--- src/rtl/write_arbiter.sv ---
// AXI write-path arbiter for three masters: grants one master, decodes AWADDR to a slave index and
// holds the grant through AW/W/B. Define WARB_RR_EN for round-robin instead of fixed priority M1>M2>M0.
module write_arbiter #(
    parameter int ADDR_W = 32,
    parameter int LEN_W  = 4
) (
    input  logic              ACLK,
    input  logic              ARESETn,
    input  logic [ADDR_W-1:0] AWADDR_M0,
    input  logic [ADDR_W-1:0] AWADDR_M1,
    input  logic [ADDR_W-1:0] AWADDR_M2,
    input  logic [LEN_W-1:0]  AWLEN_M0,
    input  logic [LEN_W-1:0]  AWLEN_M1,
    input  logic [LEN_W-1:0]  AWLEN_M2,
    input  logic              AWVALID_M0,
    input  logic              AWVALID_M1,
    input  logic              AWVALID_M2,
    input  logic              AWREADY_M0,
    input  logic              AWREADY_M1,
    input  logic              AWREADY_M2,
    input  logic              WVALID_M0,
    input  logic              WVALID_M1,
    input  logic              WVALID_M2,
    input  logic              WREADY_M0,
    input  logic              WREADY_M1,
    input  logic              WREADY_M2,
    input  logic              WLAST_M0,
    input  logic              WLAST_M1,
    input  logic              WLAST_M2,
    input  logic              BVALID_M0,
    input  logic              BVALID_M1,
    input  logic              BVALID_M2,
    input  logic              BREADY_M0,
    input  logic              BREADY_M1,
    input  logic              BREADY_M2,
    output logic              W_GNT_VALID,
    output logic [1:0]        W_GNT_MST,
    output logic [3:0]        W_GNT_SLV,
    output logic              W_BUSY,
    output logic              W_LEN_ERR
);
    typedef enum logic [1:0] {IDLE, ADDR, DATA, RESP} state_t;

    // Per-master signals gathered into 4-entry vectors; entry 3 is a dead slot so a 2-bit index is always in range.
    logic [3:0]       awvalid, awready, wvalid, wready, wlast, bvalid, bready;
    logic [15:0]      awhi  [4];
    logic [LEN_W-1:0] awlen [4];
    logic             unused_addr_lo;

    assign awvalid = {1'b0, AWVALID_M2, AWVALID_M1, AWVALID_M0};
    assign awready = {1'b0, AWREADY_M2, AWREADY_M1, AWREADY_M0};
    assign wvalid  = {1'b0, WVALID_M2,  WVALID_M1,  WVALID_M0};
    assign wready  = {1'b0, WREADY_M2,  WREADY_M1,  WREADY_M0};
    assign wlast   = {1'b0, WLAST_M2,   WLAST_M1,   WLAST_M0};
    assign bvalid  = {1'b0, BVALID_M2,  BVALID_M1,  BVALID_M0};
    assign bready  = {1'b0, BREADY_M2,  BREADY_M1,  BREADY_M0};
    assign awhi[0] = AWADDR_M0[31:16];
    assign awhi[1] = AWADDR_M1[31:16];
    assign awhi[2] = AWADDR_M2[31:16];
    assign awhi[3] = '0;
    assign awlen[0] = AWLEN_M0;
    assign awlen[1] = AWLEN_M1;
    assign awlen[2] = AWLEN_M2;
    assign awlen[3] = '0;
    assign unused_addr_lo = ^{AWADDR_M0[15:0], AWADDR_M1[15:0], AWADDR_M2[15:0]};

    function automatic logic [3:0] decode(input logic [15:0] hi);
        logic [3:0] s;
        case (hi)
            16'h0000: s = 4'd0;
            16'h0001: s = 4'd1;
            16'h0002: s = 4'd2;
            16'h1000: s = 4'd3;
            16'h1001: s = 4'd4;
            16'h0010: s = 4'd6;
            16'h0003: s = 4'd7;
            default:  s = (hi[15:8] == 8'h20) ? 4'd5 : 4'd8;
        endcase
        return s;
    endfunction

    state_t           state_q, state_d;
    logic [1:0]       mst_q, mst_d;
    logic [3:0]       slv_q, slv_d;
    logic [LEN_W-1:0] len_q, len_d;
    logic [LEN_W:0]   cnt_q, cnt_d;
    logic             wlast_seen_q, wlast_seen_d;
    logic             err_done_q, err_done_d;
    logic             len_err_q, len_err_d;
    logic [1:0]       sel;

`ifdef WARB_RR_EN
    logic [1:0] ptr_q, ptr_d;
    // Search ptr+1, ptr+2, ptr (mod 3); first requester wins.
    always_comb begin
        logic       found;
        logic [2:0] sum;
        logic [1:0] c;
        sel   = 2'd0;
        found = 1'b0;
        for (int k = 1; k <= 3; k++) begin
            sum = {1'b0, ptr_q} + 3'(k);
            c   = (sum >= 3'd3) ? 2'(sum - 3'd3) : sum[1:0];
            if (!found && awvalid[c]) begin
                sel   = c;
                found = 1'b1;
            end
        end
    end
`else
    always_comb begin
        sel = 2'd0;
        if (awvalid[1])      sel = 2'd1;
        else if (awvalid[2]) sel = 2'd2;
    end
`endif

    logic           aw_hs, w_hs, b_hs, count_w;
    logic [LEN_W:0] cnt_inc, exp_beats;

    assign aw_hs     = awvalid[mst_q] & awready[mst_q];
    assign w_hs      = wvalid[mst_q] & wready[mst_q];
    assign b_hs      = bvalid[mst_q] & bready[mst_q];
    assign count_w   = w_hs && ((state_q == ADDR && !wlast_seen_q) || state_q == DATA);
    assign cnt_inc   = (cnt_q == '1) ? cnt_q : cnt_q + 1'b1;
    assign exp_beats = {1'b0, len_q} + 1'b1;

    always_comb begin
        state_d      = state_q;
        mst_d        = mst_q;
        slv_d        = slv_q;
        len_d        = len_q;
        cnt_d        = cnt_q;
        wlast_seen_d = wlast_seen_q;
        err_done_d   = err_done_q;
        len_err_d    = 1'b0;
`ifdef WARB_RR_EN
        ptr_d        = ptr_q;
`endif
        // A mismatched WLAST or the first overrun beat raises one pulse per grant.
        if (count_w) begin
            cnt_d = cnt_inc;
            if (!err_done_q && ((wlast[mst_q] && cnt_inc != exp_beats) ||
                                (!wlast[mst_q] && cnt_inc == exp_beats + 1'b1))) begin
                len_err_d  = 1'b1;
                err_done_d = 1'b1;
            end
        end
        case (state_q)
            IDLE: if (|awvalid) begin
                state_d      = ADDR;
                mst_d        = sel;
                slv_d        = decode(awhi[sel]);
                len_d        = awlen[sel];
                cnt_d        = '0;
                wlast_seen_d = 1'b0;
                err_done_d   = 1'b0;
`ifdef WARB_RR_EN
                ptr_d        = sel;
`endif
            end
            ADDR: begin
                if (count_w && wlast[mst_q]) wlast_seen_d = 1'b1;
                if (aw_hs)
                    state_d = (wlast_seen_q || (count_w && wlast[mst_q])) ? RESP : DATA;
            end
            DATA: if (w_hs && wlast[mst_q]) state_d = RESP;
            RESP: if (b_hs) begin
                state_d = IDLE;
                mst_d   = 2'd0;
                slv_d   = 4'd0;
            end
            default: state_d = IDLE;
        endcase
    end

    always_ff @(posedge ACLK or negedge ARESETn) begin
        if (!ARESETn) begin
            state_q      <= IDLE;
            mst_q        <= 2'd0;
            slv_q        <= 4'd0;
            len_q        <= '0;
            cnt_q        <= '0;
            wlast_seen_q <= 1'b0;
            err_done_q   <= 1'b0;
            len_err_q    <= 1'b0;
`ifdef WARB_RR_EN
            ptr_q        <= 2'd0;
`endif
        end else begin
            state_q      <= state_d;
            mst_q        <= mst_d;
            slv_q        <= slv_d;
            len_q        <= len_d;
            cnt_q        <= cnt_d;
            wlast_seen_q <= wlast_seen_d;
            err_done_q   <= err_done_d;
            len_err_q    <= len_err_d;
`ifdef WARB_RR_EN
            ptr_q        <= ptr_d;
`endif
        end
    end

    assign W_GNT_VALID = (state_q != IDLE);
    assign W_BUSY      = (state_q != IDLE);
    assign W_GNT_MST   = mst_q;
    assign W_GNT_SLV   = slv_q;
    assign W_LEN_ERR   = len_err_q;
endmodule

--- config.mk ---
export PLATFORM = sky130hd
export DESIGN_NAME = write_arbiter
export DESIGN_NICKNAME = d
export VERILOG_FILES = /design/src/rtl/write_arbiter.sv
export SDC_FILE = /design/constraint.sdc
export NUM_CORES = 1
export LEC_CHECK = 0
export BUFFER_PORTS_ARGS = -buffer_cell sky130_fd_sc_hd__buf_2
export CORE_MARGIN = 1.5
export CORE_UTILIZATION = 41
export CTS_CLUSTER_SIZE = 24
export DETAILED_ROUTE_END_ITERATION = 10
export GPL_ROUTABILITY_DRIVEN = 0
export PLACE_DENSITY_LB_ADDON = 0.2
export SYNTH_ARGS = -nofsm -noshare
export SYNTH_HDL_FRONTEND = slang
export SYNTH_SLANG_ARGS = --single-unit
--- constraint.sdc ---
create_clock -name ACLK -period 2.7 [get_ports ACLK]
set_clock_uncertainty 0.05 [all_clocks]
set_input_delay 0.54 -clock ACLK [delete_from_list [all_inputs] [get_ports ACLK]]
set_output_delay 0.54 -clock ACLK [all_outputs]
set_load 0.01 [all_outputs]
==> results.toml, run 1 <==
[routing]
dr.pass1.iters = 4
drt-wirelength-per-cell_um = 12.6
vias = 1943
wl_mm = 4.62
drcViolationCount = 0
drt_iter0_drc = 92
ant_nets = 0
routed_via_density = 5.31

[clock_network]
insertion_delay_ps = 260
cts_hold_buf = 0
cts.sinks = 20
clock_path_buffers = 2
cts_resized = 0
clockRootBuffer = "clkbuf_8"
clk_pin_slew_ps = 80
cts_buffers = 3
htree_levels = 1
cts_setup_buffers = 0
tritoncts = "yes"

[timing]
max_freq_ghz = 0.417
slew_violations = 0
slew_headroom_pct = 57.9
worstMarginPinSlew_ps = 625
setup_tns_ps = 0
timing.final.crit_share_pct = 88.9
final_hold_viol_count = 0
post-route-min-period_ps = 2400
setup_slack_ps = 301
rsz0062_at_grt = "false"
setup_viol = 0

[finish]
drive_gt1_share_pct = 33.4
ff_latch_area_um2 = 500
postLayoutCoreUtil_pct = 55.8
fin_area_um2 = 2430
fin_nets = 455
diodes = 0
syn_to_final_growth_pct = 30.1
multi_input_area_um2 = 1280
fillerInstances = 415

[die]
fp.dieArea_um2 = 4970
pin_count = 140
rows = 24
die_y_um = 70.5
core_area_um2 = 4350
die_w_um = 70.5
start_util_pct = 42.9

[yosys]
ys_seq_area_share_pct = 26.8
synth.avg_cell_area_um2 = 8.26
synth_area_um2 = 1870
ys_seq_elements = 20
postSynthCellCount = 226
synth_common_cells = "32 x nand2_1, 20 x dfrtp_1, 20 x o21ai_0, 15 x mux2i_1, 14 x nor2_1"
synth_edf_count = 0
synthDistinctLibCells = 54
async_flop_share_pct = 100
yosysWarnings = 0
synth_top_area_cell = "dfrtp_1"
synth-main-ff-cell = "dfrtp_1"
synth_top_area_share_pct = 26.8
syn_nets = 366
synth.most_common_cell = "nand2_1"
synth_area_leaders = "dfrtp_1 27%, mux2i_1 8.0%, nand2_1 6.4%"

[power_and_ir_drop]
power.leakage_nw = 1.22
power.internal_mw = 1.08
p_switching_uw = 747
pwr-share-seq_pct = 28.1
power.density_nw_per_um2 = 751
combPwrFrac_pct = 55.8
pwr-share-clk_pct = 16.2
switching_share_pct = 41.0
irDropWorstVdd_mv = 0.398

[worst_setup_path]
worstPathArrival_ps = 2540
worstPathMaxFanout = 8
startpoint = "cnt_q[0]$_DFF_PN0_"
end_kind = "flip-flop"
cp-start-kind = "flip-flop"
critPathKind = "reg2reg"
rr_startpoint = "cnt_q[0]$_DFF_PN0_"
required_ps = 2840

[place]
place_area_um2 = 2360
hpwl_mm = 3.78
numPortBuffers = 91
post-place-ws_ps = 287

[hold_path]
min_path_type = "in2async"

[grt]
grt_pass1_wl_mm = 8.00
antenna_found_initial = 0
grt_max_degree = 28
grtUsageTotal_pct = 19.7
grt_pass1_vias = 1809
grt_remaining_overflow = 0

[job]
max_cap_viol_count = 0

[outcome]
status = "finished, final reports clean"
## worst paths after layout
path	slack [ps]	to	cells after the start
max reg2reg	300	W_LEN_ERR$_DFF_PN0_	7
min	170	cnt_q[4]$_DFF_PN0_	1
max in group asynchronous	2120	W_GNT_SLV[0]$_DFFE_PN0P_	1
min reg2reg	380	W_LEN_ERR$_DFF_PN0_	1
max	300	W_LEN_ERR$_DFF_PN0_	7
min in group ACLK	380	W_LEN_ERR$_DFF_PN0_	1
## flip-flops by register name, summed over array words and instances (netlist names)
name,flops
err_done_q,1
state_q,2
W_LEN_ERR,1
W_GNT_SLV,4
wlast_seen_q,1
cnt_q,5
len_q,4
W_GNT_MST,2
## cells by family (layout without fill, tap and decap cells)
logic type,count (synthesis),count (layout),share of synthesized area (%)
buffers and inverters,18,106,4.62
DFF,20,20,26.8
xor gates and xnor gates,12,12,8.65
muxes,15,15,8.04
and+or+nand+nor,88,88,23.0
AOI/OAI and AO/OA,63,63,22.3
adders and majority gates,10,10,6.57
## area by class of cell
type                            count  share of cell area [%]
Clock buffer                        3                    1.70
Clock inverter                      1                    1.24
Inverter                            7                    1.08
Multi-Input combinational cell    188                    52.7
Sequential cell                    20                    20.6
Tap cell                           52                    2.68
Timing Repair Buffer               95                    20.0
## placed cells by master, fill, tap and decap left out, types with 3 or more instances in the layout
cell type	instances
a21oi_1	12
a31oi_1	3
buf_2	91
buf_4	4
clkbuf_8	3
dfrtp_1	20
ha_1	9
inv_1	7
mux2i_1	15
nand2_1	32
nand3_1	11
nand3b_1	3
nor2_1	14
nor2b_1	5
nor3_1	8
nor4_1	4
o21a_1	3
o21ai_0	20
xnor2_1	6
xnor3_1	3
## stage by stage
stage	power, mW	hold WS, ps	cells
5_1_grt	2.00	202	366
4_1_cts	1.84	184	366
2_1_floorplan	1.26	194	226
3_5_place_dp	1.53	371	362
6_report	1.82	167	366
3_3_place_gp	1.51	362	362
## power groups by stage
stage | sequential (mW) | clock (mW) | combinational (mW)
after floorplan | 0.482 | 0 | 0.776
after global placement | 0.515 | 0 | 0.995
after detailed placement | 0.518 | 0 | 1.01
after CTS | 0.512 | 0.303 | 1.02
after global routing | 0.531 | 0.314 | 1.15
final | 0.512 | 0.295 | 1.02
## metal layers
layer,track usage [%],vias to the layer above,share of wire [%]
li1,-,1007,-
met1,27.9,864,49
met2,31.4,70,44
met3,4.04,2,6.9
met4,2.99,0,0.37
met5,0,-,0
## worst max-delay path, cell delays in order (launching register included)
cell and delay (ps):
dfrtp_1 430, ha_1 350, xor3_1 370, or3_1 320
a32oi_1 160, o2111ai_1 160, a221oi_2 320, nor2b_1 160
Note: power is estimated with default switching activity, not from simulation.
==> inputs of run 2 (changes only) <==
Settings changed: PLACE_DENSITY_LB_ADDON 0.2 to 0.08.
==> results.toml, run 2 (same netlist as run 1, synthesis figures left out) <==
[die]
die_w_um = 70.5
pin_count = 140
core_area_um2 = 4350
fp.dieArea_um2 = 4970
die_y_um = 70.5
start_util_pct = 42.9
rows = 24

[worst_setup_path]
required_ps = 2800
critPathKind = "reg2reg"
startpoint = "cnt_q[0]$_DFF_PN0_"
rr_startpoint = "cnt_q[0]$_DFF_PN0_"
cp-start-kind = "flip-flop"
worstPathArrival_ps = 2540
end_kind = "flip-flop"
worstPathMaxFanout = 8

[finish]
largest_register_ffs = 5
largest-register = "cnt_q"
diodes = 0
final_common_cell = "buf_2"
most-common-layout-cells = "91 x buf_2, 32 x nand2_1, 20 x dfrtp_1, 20 x o21ai_0, 15 x mux2i_1"
instances_no_fill = 366
drive_gt1_share_pct = 33.4
syn_to_final_growth_pct = 29.2
fin_nets = 455

[power_and_ir_drop]
power.density_nw_per_um2 = 727
p_switching_uw = 747
pwr-share-seq_pct = 29.2
power.internal_mw = 1.01
switching_share_pct = 42.6
pwr-share-clk_pct = 12.9
combPwrFrac_pct = 57.9
irDropWorstVdd_mv = 0.309
power.leakage_nw = 1.21

[routing]
routed_via_density = 5.39
drt_iter0_drc = 47
drcViolationCount = 0
dr.pass1.iters = 4
drt-wirelength-per-cell_um = 13.0
wl_mm = 4.74
ant_nets = 0
vias = 1972

[clock_network]
clock_path_buffers = 2
cts_buffers = 3
htree_levels = 1
clockRootBuffer = "clkbuf_8"
cts.sinks = 20
clk_pin_slew_ps = 80
cts_setup_buffers = 0
cts_resized = 0
tritoncts = "yes"
cts_hold_buf = 0
insertion_delay_ps = 260

[outcome]
status = "finished, final reports clean"

[grt]
grt_remaining_overflow = 0
grt_max_degree = 28
grt_pass1_vias = 1781
grt_pass1_wl_mm = 8.03
antenna_found_initial = 0
grtUsageTotal_pct = 19.7

[timing]
max_freq_ghz = 0.411
rsz0062_at_grt = "false"
worstMarginPinSlew_ps = 607
post-route-min-period_ps = 2440
slew_violations = 0
setup_viol = 0
setup_tns_ps = 0
slew_headroom_pct = 59.1
final_hold_viol_count = 0
timing.final.crit_share_pct = 90.2

[job]
max_cap_viol_count = 0

[place]
numPortBuffers = 91
dp_cells = 362
hpwl_mm = 3.96

[hold_path]
min_path_type = "in2async"
## run 2: power by group through the flow
stage / combinational (mW) / clock [mW] / sequential, mW
after floorplan: 0.776 / 0 / 0.482
after global placement: 0.999 / 0 / 0.515
after detailed placement: 1.02 / 0 / 0.520
after CTS: 1.02 / 0.234 / 0.513
after global routing: 1.15 / 0.249 / 0.534
final: 1.02 / 0.227 / 0.512
## run 2: stage by stage
stage	util [%]	power (mW)	hold slack (ps)	setup slack (ps)	area [µm²]
global placement	54.1	1.51	363	284	2360
finish	55.4	1.75	172	264	2410
CTS	55.4	1.77	187	268	2410
detailed placement	54.1	1.54	372	283	2360
global route	55.4	1.93	203	120	2410
floorplan	-	1.26	194	483	1870
## run 2: cell type report
type | instances | area [µm²]
Clock buffer | 4 | 55.1
Fill cell | 435 | 1940
Multi-Input combinational cell | 188 | 1280
Timing Repair Buffer | 95 | 485
Tap cell | 52 | 65.1
Sequential cell | 20 | 500
Inverter | 7 | 26.3
## run 2: path summary, 6_finish.rpt
kind                                       endpoint  slack [ps]  cells past startpoint
setup / recovery               err_done_q$_DFF_PN0_         260                      7
hold / removal             W_GNT_MST[0]$_DFFE_PN0P_         170                      1
setup reg to reg               err_done_q$_DFF_PN0_         260                      7
hold reg to reg                 W_LEN_ERR$_DFF_PN0_         380                      1
max in group asynchronous      len_q[1]$_DFFE_PN0P_        2110                      1
min in group ACLK               W_LEN_ERR$_DFF_PN0_         380                      1
## run 2: critical path: stages, from the launching register on
cell      delay (ps)
dfrtp_1          440
ha_1             330
a21bo_2          260
mux2i_1          270
xnor3_1          390
o31ai_1          280
a221oi_2         120
o21a_1           190
## run 2: routing by layer
layer  vias up  part of all wire (%)  wire [µm]  global-route usage (%)
li1       1010                     -          -                       -
met1       884                    48       2280                    27.6
met2        76                    44       2070                    32.8
met3         2                   8.2        390                    4.18
met4         0                  0.23         11                    1.28
met5         -                     0          0                       0
==> inputs of run 3 (changes only) <==
Settings changed: MAX_ROUTING_LAYER set to met4.
==> results.toml, run 3 (same netlist as run 1, synthesis figures left out) <==
[routing]
vias = 1969
drt-wirelength-per-cell_um = 13.0
wl_mm = 4.75
drt_iter0_drc = 57
ant_nets = 0
dr.pass1.iters = 4
drcViolationCount = 0
routed_via_density = 5.38

[clock_network]
insertion_delay_ps = 260
cts_resized = 0
tritoncts = "yes"
clock_path_buffers = 2
htree_levels = 1
clk_pin_slew_ps = 80
cts_setup_buffers = 0
cts.sinks = 20
cts_hold_buf = 0
cts_buffers = 3
clockRootBuffer = "clkbuf_8"

[worst_setup_path]
reg2regPathDepth = 7
worstPathMaxFanout = 8
rrSetupSlack_ps = 260
end_kind = "flip-flop"
cp-start-kind = "flip-flop"
worstPathArrival_ps = 2590
required_ps = 2840
critPathKind = "reg2reg"
rr_startpoint = "cnt_q[0]$_DFF_PN0_"
r2r_end = "W_LEN_ERR$_DFF_PN0_"

[die]
fp.dieArea_um2 = 4970
die_w_um = 70.5
die_y_um = 70.5
core_area_um2 = 4350
rows = 24
start_util_pct = 42.9
pin_count = 140

[hold_path]
min_path_type = "in2async"

[power_and_ir_drop]
power.leakage_nw = 1.21
power.density_nw_per_um2 = 728
irDropWorstVdd_mv = 0.309

[grt]
grt_pass1_vias = 1781
grt_max_degree = 28
grt_remaining_overflow = 0
grt_pass1_wl_mm = 8.02
antenna_found_initial = 0
grtUsageTotal_pct = 20.2

[timing]
slew_headroom_pct = 59.1
setup_tns_ps = 0
timing.final.crit_share_pct = 90.5
setup_viol = 0
post-route-min-period_ps = 2440
worstMarginPinSlew_ps = 607
setup_slack_ps = 255
rsz0062_at_grt = "false"
slew_violations = 0
final_hold_viol_count = 0
max_freq_ghz = 0.409
holdWs_ps = 171

[finish]
fin_nets = 455
diodes = 0
drive_gt1_share_pct = 33.4
largest-register = "cnt_q"
final_common_cell = "buf_2"
largest_register_ffs = 5
syn_to_final_growth_pct = 29.2
most-common-layout-cells = "91 x buf_2, 32 x nand2_1, 20 x dfrtp_1, 20 x o21ai_0, 15 x mux2i_1"
fillerInstances = 435

[place]
post-place-ws_ps = 283
hpwl_mm = 3.96
numPortBuffers = 91

[outcome]
status = "finished, final reports clean"

[job]
max_cap_viol_count = 0
run 3: worst max-delay path, stage by stage, from the launching register on:
cell and delay [ps]:
dfrtp_1 440, ha_1 360, xor3_1 360, or3_1 310, a32oi_1 150, o2111ai_1 170
a221oi_2 370, nor2b_1 160
run 3: metal layers:
layer | global-route usage (%) | share of wire (%)
met5 | - | 0
met4 | 1.28 | 0.23
met3 | 3.61 | 7.4
met2 | 32.6 | 43
met1 | 28.0 | 49
run 3: area by class of cell:
cell class	count	area (µm²)	area share (%)
clock buffers	4	55.1	2.28
inverters	7	26.3	1.09
multi-input cells	188	1280	53.1
flip-flops and latches	20	500	20.7
well taps	52	65.1	2.70
repair buffers	95	485	20.1
run 3: where the power goes:
part           switching (mW)  total [mW]  internal (mW)  leakage, nW
logic                   0.530        1.02          0.486        0.918
clock network          0.0983       0.228          0.130       0.0288
registers               0.121       0.512          0.392        0.262
run 3: per-stage QoR:
step                      util [%]  instances  area, µm²  total power, mW
after floorplan                  -        226       1870             1.26
after global placement        54.1        362       2360             1.51
after detailed placement      54.1        362       2360             1.54
after CTS                     55.4        366       2410             1.77
after global routing          55.4        366       2410             1.93
final                         55.4        366       2410             1.76
run 3: how the worst max path moves through the flow:
stage | slack [ps] | endpoint | cells past startpoint | from
detailed placement | 280 | err_done_q$_DFF_PN0_ | 7 | cnt_q[0]$_DFF_PN0_
global placement | 280 | err_done_q$_DFF_PN0_ | 7 | cnt_q[0]$_DFF_PN0_
finish | 260 | W_LEN_ERR$_DFF_PN0_ | 7 | cnt_q[0]$_DFF_PN0_
floorplan | 480 | W_LEN_ERR$_DFF_PN0_ | 8 | cnt_q[0]$_DFF_PN0_
global route | 120 | W_LEN_ERR$_DFF_PN0_ | 7 | cnt_q[0]$_DFF_PN0_
CTS | 270 | err_done_q$_DFF_PN0_ | 7 | cnt_q[0]$_DFF_PN0_
